==> src/rtl/ibex_rf_wb_queue.sv <==
`default_nettype none
// ============================================================================
// Module      : ibex_rf_wb_queue
// Description : Write-back queue in front of the flop-based register file.
//               Accepts register writes from the LSU/multicycle path (older)
//               and the execute stage (younger) through valid/ready
//               handshakes. It holds them in a small in-order circular buffer
//               and drains exactly one write per cycle onto the single
//               register-file write port.
//               Optional forwarding (macro IBEX_RF_WB_FWD_EN) returns the
//               youngest queued data for three read addresses. Without the
//               macro, no search logic is built and the core must stall ID
//               while busy_o is high.
// Ports       : clk_i, rst_ni (async, active-low)
//               lsu_valid_i/lsu_waddr_i/lsu_wdata_i/lsu_ready_o   LSU writes
//               ex_valid_i/ex_waddr_i/ex_wdata_i/ex_dummy_i/ex_ready_o
//                                                                  EX writes
//               rf_waddr_o/rf_wdata_o/rf_we_o/rf_dummy_wb_o       RF port
//               fwd_raddr_{a,b,rd}_i, fwd_hit_{a,b,rd}_o,
//               fwd_data_{a,b,rd}_o                               forwarding
//               busy_o                                            non-empty
// Revision    : 1.0 - initial release
// ============================================================================
module ibex_rf_wb_queue #(
    parameter bit                   RV32E       = 1'b0,
    parameter int unsigned          DataWidth   = 32,
    parameter int unsigned          Depth       = 4,
    parameter logic [DataWidth-1:0] WordZeroVal = '0
) (
    input  logic                 clk_i,
    input  logic                 rst_ni,

    input  logic                 lsu_valid_i,
    input  logic [4:0]           lsu_waddr_i,
    input  logic [DataWidth-1:0] lsu_wdata_i,
    output logic                 lsu_ready_o,

    input  logic                 ex_valid_i,
    input  logic [4:0]           ex_waddr_i,
    input  logic [DataWidth-1:0] ex_wdata_i,
    input  logic                 ex_dummy_i,
    output logic                 ex_ready_o,

    output logic [4:0]           rf_waddr_o,
    output logic [DataWidth-1:0] rf_wdata_o,
    output logic                 rf_we_o,
    output logic                 rf_dummy_wb_o,

    input  logic [4:0]           fwd_raddr_a_i,
    input  logic [4:0]           fwd_raddr_b_i,
    input  logic [4:0]           fwd_raddr_rd_i,
    output logic                 fwd_hit_a_o,
    output logic                 fwd_hit_b_o,
    output logic                 fwd_hit_rd_o,
    output logic [DataWidth-1:0] fwd_data_a_o,
    output logic [DataWidth-1:0] fwd_data_b_o,
    output logic [DataWidth-1:0] fwd_data_rd_o,

    output logic                 busy_o
);

    localparam int unsigned   PtrW     = $clog2(Depth);
    localparam int unsigned   CntW     = $clog2(Depth + 1);
    localparam logic [CntW-1:0] DepthCnt = CntW'(Depth);

    // Storage: one {addr, data, dummy} triple per slot.
    logic [4:0]           addr_q  [Depth];
    logic [DataWidth-1:0] data_q  [Depth];
    logic                 dummy_q [Depth];

    logic [PtrW-1:0] rd_ptr_q;
    logic [PtrW-1:0] wr_ptr_q;
    logic [CntW-1:0] count_q;

    logic [CntW-1:0] free;
    logic            lsu_fire;
    logic            ex_fire;
    logic            lsu_push;
    logic            ex_push;
    logic [PtrW-1:0] ex_slot;
    logic [CntW-1:0] num_push;
    logic            pop;

    // A write survives only if it targets a real, writable register. Dummy
    // writes to x0 are kept so the RF sees the dummy-instruction activity.
    function automatic logic keep_write(input logic [4:0] addr,
                                        input logic       dummy);
        keep_write = ((addr != 5'd0) || dummy) && !(RV32E && addr[4]);
    endfunction

    // Readiness depends only on the registered count: a same-cycle pop does
    // not free a slot, which keeps ready off the drain path.
    assign free        = DepthCnt - count_q;
    assign lsu_ready_o = (free != '0);
    assign lsu_fire    = lsu_valid_i & lsu_ready_o;
    // free >= 1 + lsu_fire, written as a strict compare.
    assign ex_ready_o  = (free > CntW'(lsu_fire));
    assign ex_fire     = ex_valid_i & ex_ready_o;

    assign lsu_push = lsu_fire & keep_write(lsu_waddr_i, 1'b0);
    assign ex_push  = ex_fire  & keep_write(ex_waddr_i, ex_dummy_i);

    // LSU is older, so it takes the first free slot and EX lands after it.
    assign ex_slot  = wr_ptr_q + PtrW'(lsu_push);
    assign num_push = CntW'(lsu_push) + CntW'(ex_push);
    assign pop      = (count_q != '0);

    always_ff @(posedge clk_i or negedge rst_ni) begin
        if (!rst_ni) begin
            rd_ptr_q <= '0;
            wr_ptr_q <= '0;
            count_q  <= '0;
        end else begin
            // Depth is a power of two, so pointer truncation is the wrap.
            rd_ptr_q <= rd_ptr_q + PtrW'(pop);
            wr_ptr_q <= wr_ptr_q + PtrW'(num_push);
            count_q  <= count_q + num_push - CntW'(pop);
        end
    end

    // Payload storage needs no reset: the count qualifies every slot.
    always_ff @(posedge clk_i) begin
        if (lsu_push) begin
            addr_q[wr_ptr_q]  <= lsu_waddr_i;
            data_q[wr_ptr_q]  <= lsu_wdata_i;
            dummy_q[wr_ptr_q] <= 1'b0;
        end
        if (ex_push) begin
            addr_q[ex_slot]  <= ex_waddr_i;
            data_q[ex_slot]  <= ex_wdata_i;
            dummy_q[ex_slot] <= ex_dummy_i;
        end
    end

    // Head of the queue drives the register-file write port directly.
    assign rf_we_o       = pop;
    assign rf_waddr_o    = pop ? addr_q[rd_ptr_q] : 5'd0;
    assign rf_wdata_o    = pop ? data_q[rd_ptr_q] : WordZeroVal;
    assign rf_dummy_wb_o = pop & dummy_q[rd_ptr_q];
    assign busy_o        = pop;

`ifdef IBEX_RF_WB_FWD_EN
    // Slots listed by age, oldest first, with their occupancy.
    logic [PtrW-1:0] age_idx   [Depth];
    logic [Depth-1:0] age_valid;

    for (genvar i = 0; i < Depth; i++) begin : g_age
        assign age_idx[i]   = rd_ptr_q + PtrW'(i);
        assign age_valid[i] = (CntW'(i) < count_q) & ~dummy_q[age_idx[i]]
                              & (addr_q[age_idx[i]] != 5'd0);
    end

    logic [4:0]           fwd_raddr [3];
    logic [2:0]           fwd_hit;
    logic [DataWidth-1:0] fwd_data  [3];

    assign fwd_raddr[0] = fwd_raddr_a_i;
    assign fwd_raddr[1] = fwd_raddr_b_i;
    assign fwd_raddr[2] = fwd_raddr_rd_i;

    // Scanning oldest to youngest lets the youngest match overwrite.
    always_comb begin
        for (int p = 0; p < 3; p++) begin
            fwd_hit[p]  = 1'b0;
            fwd_data[p] = WordZeroVal;
            for (int i = 0; i < Depth; i++) begin
                if (age_valid[i] && (addr_q[age_idx[i]] == fwd_raddr[p])) begin
                    fwd_hit[p]  = 1'b1;
                    fwd_data[p] = data_q[age_idx[i]];
                end
            end
        end
    end

    assign fwd_hit_a_o   = fwd_hit[0];
    assign fwd_hit_b_o   = fwd_hit[1];
    assign fwd_hit_rd_o  = fwd_hit[2];
    assign fwd_data_a_o  = fwd_data[0];
    assign fwd_data_b_o  = fwd_data[1];
    assign fwd_data_rd_o = fwd_data[2];
`else
    logic [14:0] unused_fwd_raddr;
    assign unused_fwd_raddr = {fwd_raddr_a_i, fwd_raddr_b_i, fwd_raddr_rd_i};

    assign fwd_hit_a_o   = 1'b0;
    assign fwd_hit_b_o   = 1'b0;
    assign fwd_hit_rd_o  = 1'b0;
    assign fwd_data_a_o  = WordZeroVal;
    assign fwd_data_b_o  = WordZeroVal;
    assign fwd_data_rd_o = WordZeroVal;
`endif

endmodule
`default_nettype wire

==> config.mk <==
export PLATFORM = sky130hd
export DESIGN_NAME = ibex_rf_wb_queue
export DESIGN_NICKNAME = d
export VERILOG_FILES = /design/src/rtl/ibex_rf_wb_queue.sv
export SDC_FILE = /design/constraint.sdc
export NUM_CORES = 1
export LEC_CHECK = 0
export BUFFER_PORTS_ARGS = -buffer_cell sky130_fd_sc_hd__clkbuf_2
export CORE_ASPECT_RATIO = 0.9
export CORE_MARGIN = 4
export CORE_UTILIZATION = 40
export DETAILED_ROUTE_END_ITERATION = 8
export GPL_TIMING_DRIVEN = 0
export PLACE_DENSITY_LB_ADDON = 0.2
export SLEW_MARGIN = 30
export SYNTH_ARGS = -nofsm -noshare
export SYNTH_HDL_FRONTEND = slang
export SYNTH_SLANG_ARGS = --single-unit
==> constraint.sdc <==
create_clock -name clk_i -period 3 [get_ports clk_i]
set_input_delay 0.3 -clock clk_i [delete_from_list [all_inputs] [get_ports clk_i]]
set_output_delay 0.3 -clock clk_i [all_outputs]
set_load 0.05 [all_outputs]
==> run metrics <==
largest area contributor in the netlist edfxtp_1; Period Utilization, post-route 0.9851; # diodes 0; #FFs+latches synth 159; Setup crit end kind flop; Bufs and invs on worst path 4; hold depth 2; Synth top area share 0.5062; Initial Utilization 0.4119; maximum VDD drop 0.0007240 V; Synth Cell Area 9016 um2; Cell Rows 51; first-pass GRT wire length 32240 um; dpl hpwl 13580 um; syn avg cell area 15.87 um2; Crit path depth 15; fillers 1872; vias in the first global route 5584; global route overflow 0; endpoints failing setup 0; final hold violation count 0; Synth Instances 568; Least-Margin Pin Slew 0.7424 ns; I/O Buffers 120; Fin Hold WS 0.2220 ns; CP Cell Sequence inv_2, ha_4, ha_4, nor2b_4, ha_4, o21a_4, clkinvlp_4, nand2_2, nor2_2, ha_1, inv_1, ha_1, inv_1, ha_2, fa_2; simple logic cell fraction of the synthesized area 0.04260; Root Driver clkbuf_16; I/O pin total 235; crit-path max FO 4; critical path arrival 3.31 ns; status complete, no violations; minimum clock period 2.955 ns; final net count 943; Synth Area in Adders 0.01749; Most used DFF post-synth edfxtp_1; H-Tree Depth 4; CTS tree done; ANT nets after route 0; largest family of logic cells by synthesized area multiplexers; die footprint 25010 um2; initial antenna violation count 1; Clk Latency, worst-skew pair 0.42 ns; Crit path max-delay family adder cells; worst setup margin 0.04482 ns; Post-route DRC 0; EDFF count, synth 152; Crit-path slowest cell fa_2; Worst setup SP type flop; Most common cell on crit path ha_4; Core Footprint 21890 um2; Post-synth top cells 152 x edfxtp_1, 116 x mux2_2, 100 x buf_4, 42 x and2_1, 38 x mux4_2; Pre-Repair DR Iteration Count 4; Worst Skew 0.007926 ns; most frequent cell after synthesis edfxtp_1; max cap viols 0; post-synthesis compound-gate area fraction 0.005273; sequential fraction of the synthesis area 0.5257; Setup CP Type flop to flop; GRT Util Overall 0.1718; DRT iter0 DRCs 243; post-synthesis xor/xnor area fraction 0.006800; CP max stage delay 0.53 ns; Fmax 338.4 MHz; GPL Wtd Cong 0.6977; Clock Sinks 159; Worst-path clk slew 0.07 ns; async set-or-reset flop fraction in the synthesized netlist 0.04403; number of library cell types mapped by synthesis 27; die span in x 166.3 um; Vias 5359; Final Max Tran Viols 0; ratio of cells with drive above 1 in the final layout 0.6047; CP required 3.35 ns; CTS Buf Count 17; Vias/cell 4.697; Reg2Reg Depth 15; Wirelength per Cell 19.04 um; Post-Route WL 21720 um; RSZ-0062 raised after global routing true; synth top area cells edfxtp_1 51%, mux2_2 14%, mux4_2 9.5%; DP Worst Slack -0.6085 ns; die height 150.4 um; P per Cell Area 1252 nW/um2; post-synthesis mux area share 0.2931; type of the worst min-delay path primary input to flop; leakage 4.693 nW; Synth Warn # 0; Layout area overhead 27.66%; slew margin rel. 0.5051; clock tree buffer depth 2; largest net degree at the start of global routing 17
[final cells by class]
cell class | count | area [um2] | area share
Inverter | 12 | 48.80 | 0.004240
Buffer | 129 | 957.2 | 0.08316
Clock buffer | 18 | 429.2 | 0.03729
Clock inverter | 14 | 133.9 | 0.01163
Multi-Input combinational cell | 370 | 3861 | 0.3355
Tap cell | 291 | 364.1 | 0.03163
Timing Repair Buffer | 148 | 975.9 | 0.08479
Sequential cell | 159 | 4740 | 0.4118
[placed cells by master (no fill, tap or decap), types with 7 or more instances in the layout]
cell type,count
edfxtp_1,152
clkbuf_2,124
mux2_2,116
buf_4,114
conb_1,99
and2_1,42
mux4_2,38
mux2_4,32
clkbuf_16,17
buf_12,13
inv_1,9
buf_6,8
clkbuf_4,7
ha_1,7
dfrtp_1,7
[metrics by stage]
stage / TNS (ns) / utilization / total power [mW] / cell area [um2] / instances
after global routing: -0.3004 / 0.5259 / 15.12 / 11510 / 1141
after floorplan: -0.2921 / - / 9.688 / 9445 / 666
after CTS: 0 / 0.5196 / 14.32 / 11370 / 1133
after global placement: -120.52 / 0.4756 / 11.38 / 10410 / 1077
after detailed placement: -103.16 / 0.4762 / 11.55 / 10420 / 1077
final: 0 / 0.5259 / 14.41 / 11510 / 1141
[final timing paths]
path                                    start            to  slack (ns)
worst max-delay path               count_q[0]    count_q[1]        0.04
worst min-delay path            ex_wdata_i[0]  data_q[3][0]        0.22
worst max register to register     count_q[0]    count_q[1]        0.04
worst min register to register    rd_ptr_q[0]   rd_ptr_q[0]        0.55
max in group asynchronous              rst_ni   wr_ptr_q[1]        2.51
min in group asynchronous              rst_ni   wr_ptr_q[0]        0.29
[worst register-to-register path, cell delays in order, from the launching register on]
cell and delay [ns]:
dfrtp_1 0.39, inv_2 0.10, ha_4 0.16, ha_4 0.16, nor2b_4 0.06, ha_4 0.26, o21a_4 0.18, clkinvlp_4 0.12
nand2_2 0.07, nor2_2 0.04, ha_1 0.31, inv_1 0.04, ha_1 0.26, inv_1 0.04, ha_2 0.17, fa_2 0.53
[kinds of logic after synthesis]
logic type	after synthesis
flip-flops	159
other	1
buffers and inverters	141
XOR/XNOR	7
AND/OR/NAND/NOR	56
multiplexers	186
adder cells (fa/ha/maj)	12
AO/OA/AOI/OAI	6
[where the power goes]
| group | internal, mW | switching [mW] |
|---|---|---|
| Sequential | 3.77 | 0.233 |
| Combinational | 3.29 | 5.04 |
| Clock | 1.16 | 0.915 |
| Total | 8.22 | 6.19 |
[timing repair]
item                                    CTS  global route
hold buffers                              1             0
setup buffers                            19             8
gates cloned                              4             0
endpoints found under the setup margin  285           220
pin swaps                                 1             2
resized for setup                        10            17
hold endpoints to repair                  7             0
[registers in the layout, summed over array words and instances (netlist names)]
name      cells
addr_q       20
count_q       3
data_q      128
dummy_q       4
rd_ptr_q      2
wr_ptr_q      2
[metal layers]
layer / part of all wire / GRT usage / routed length, um / up-vias
met5: 0.00060 / 0 / 13 / -
met4: 0.0097 / 0.02863 / 210 / 2
li1: - / - / - / 2491
met1: 0.41 / 0.2097 / 8847 / 2669
met3: 0.062 / 0.04594 / 1345 / 19
met2: 0.52 / 0.3135 / 11310 / 178
Note: power is estimated with default switching activity, not from simulation.
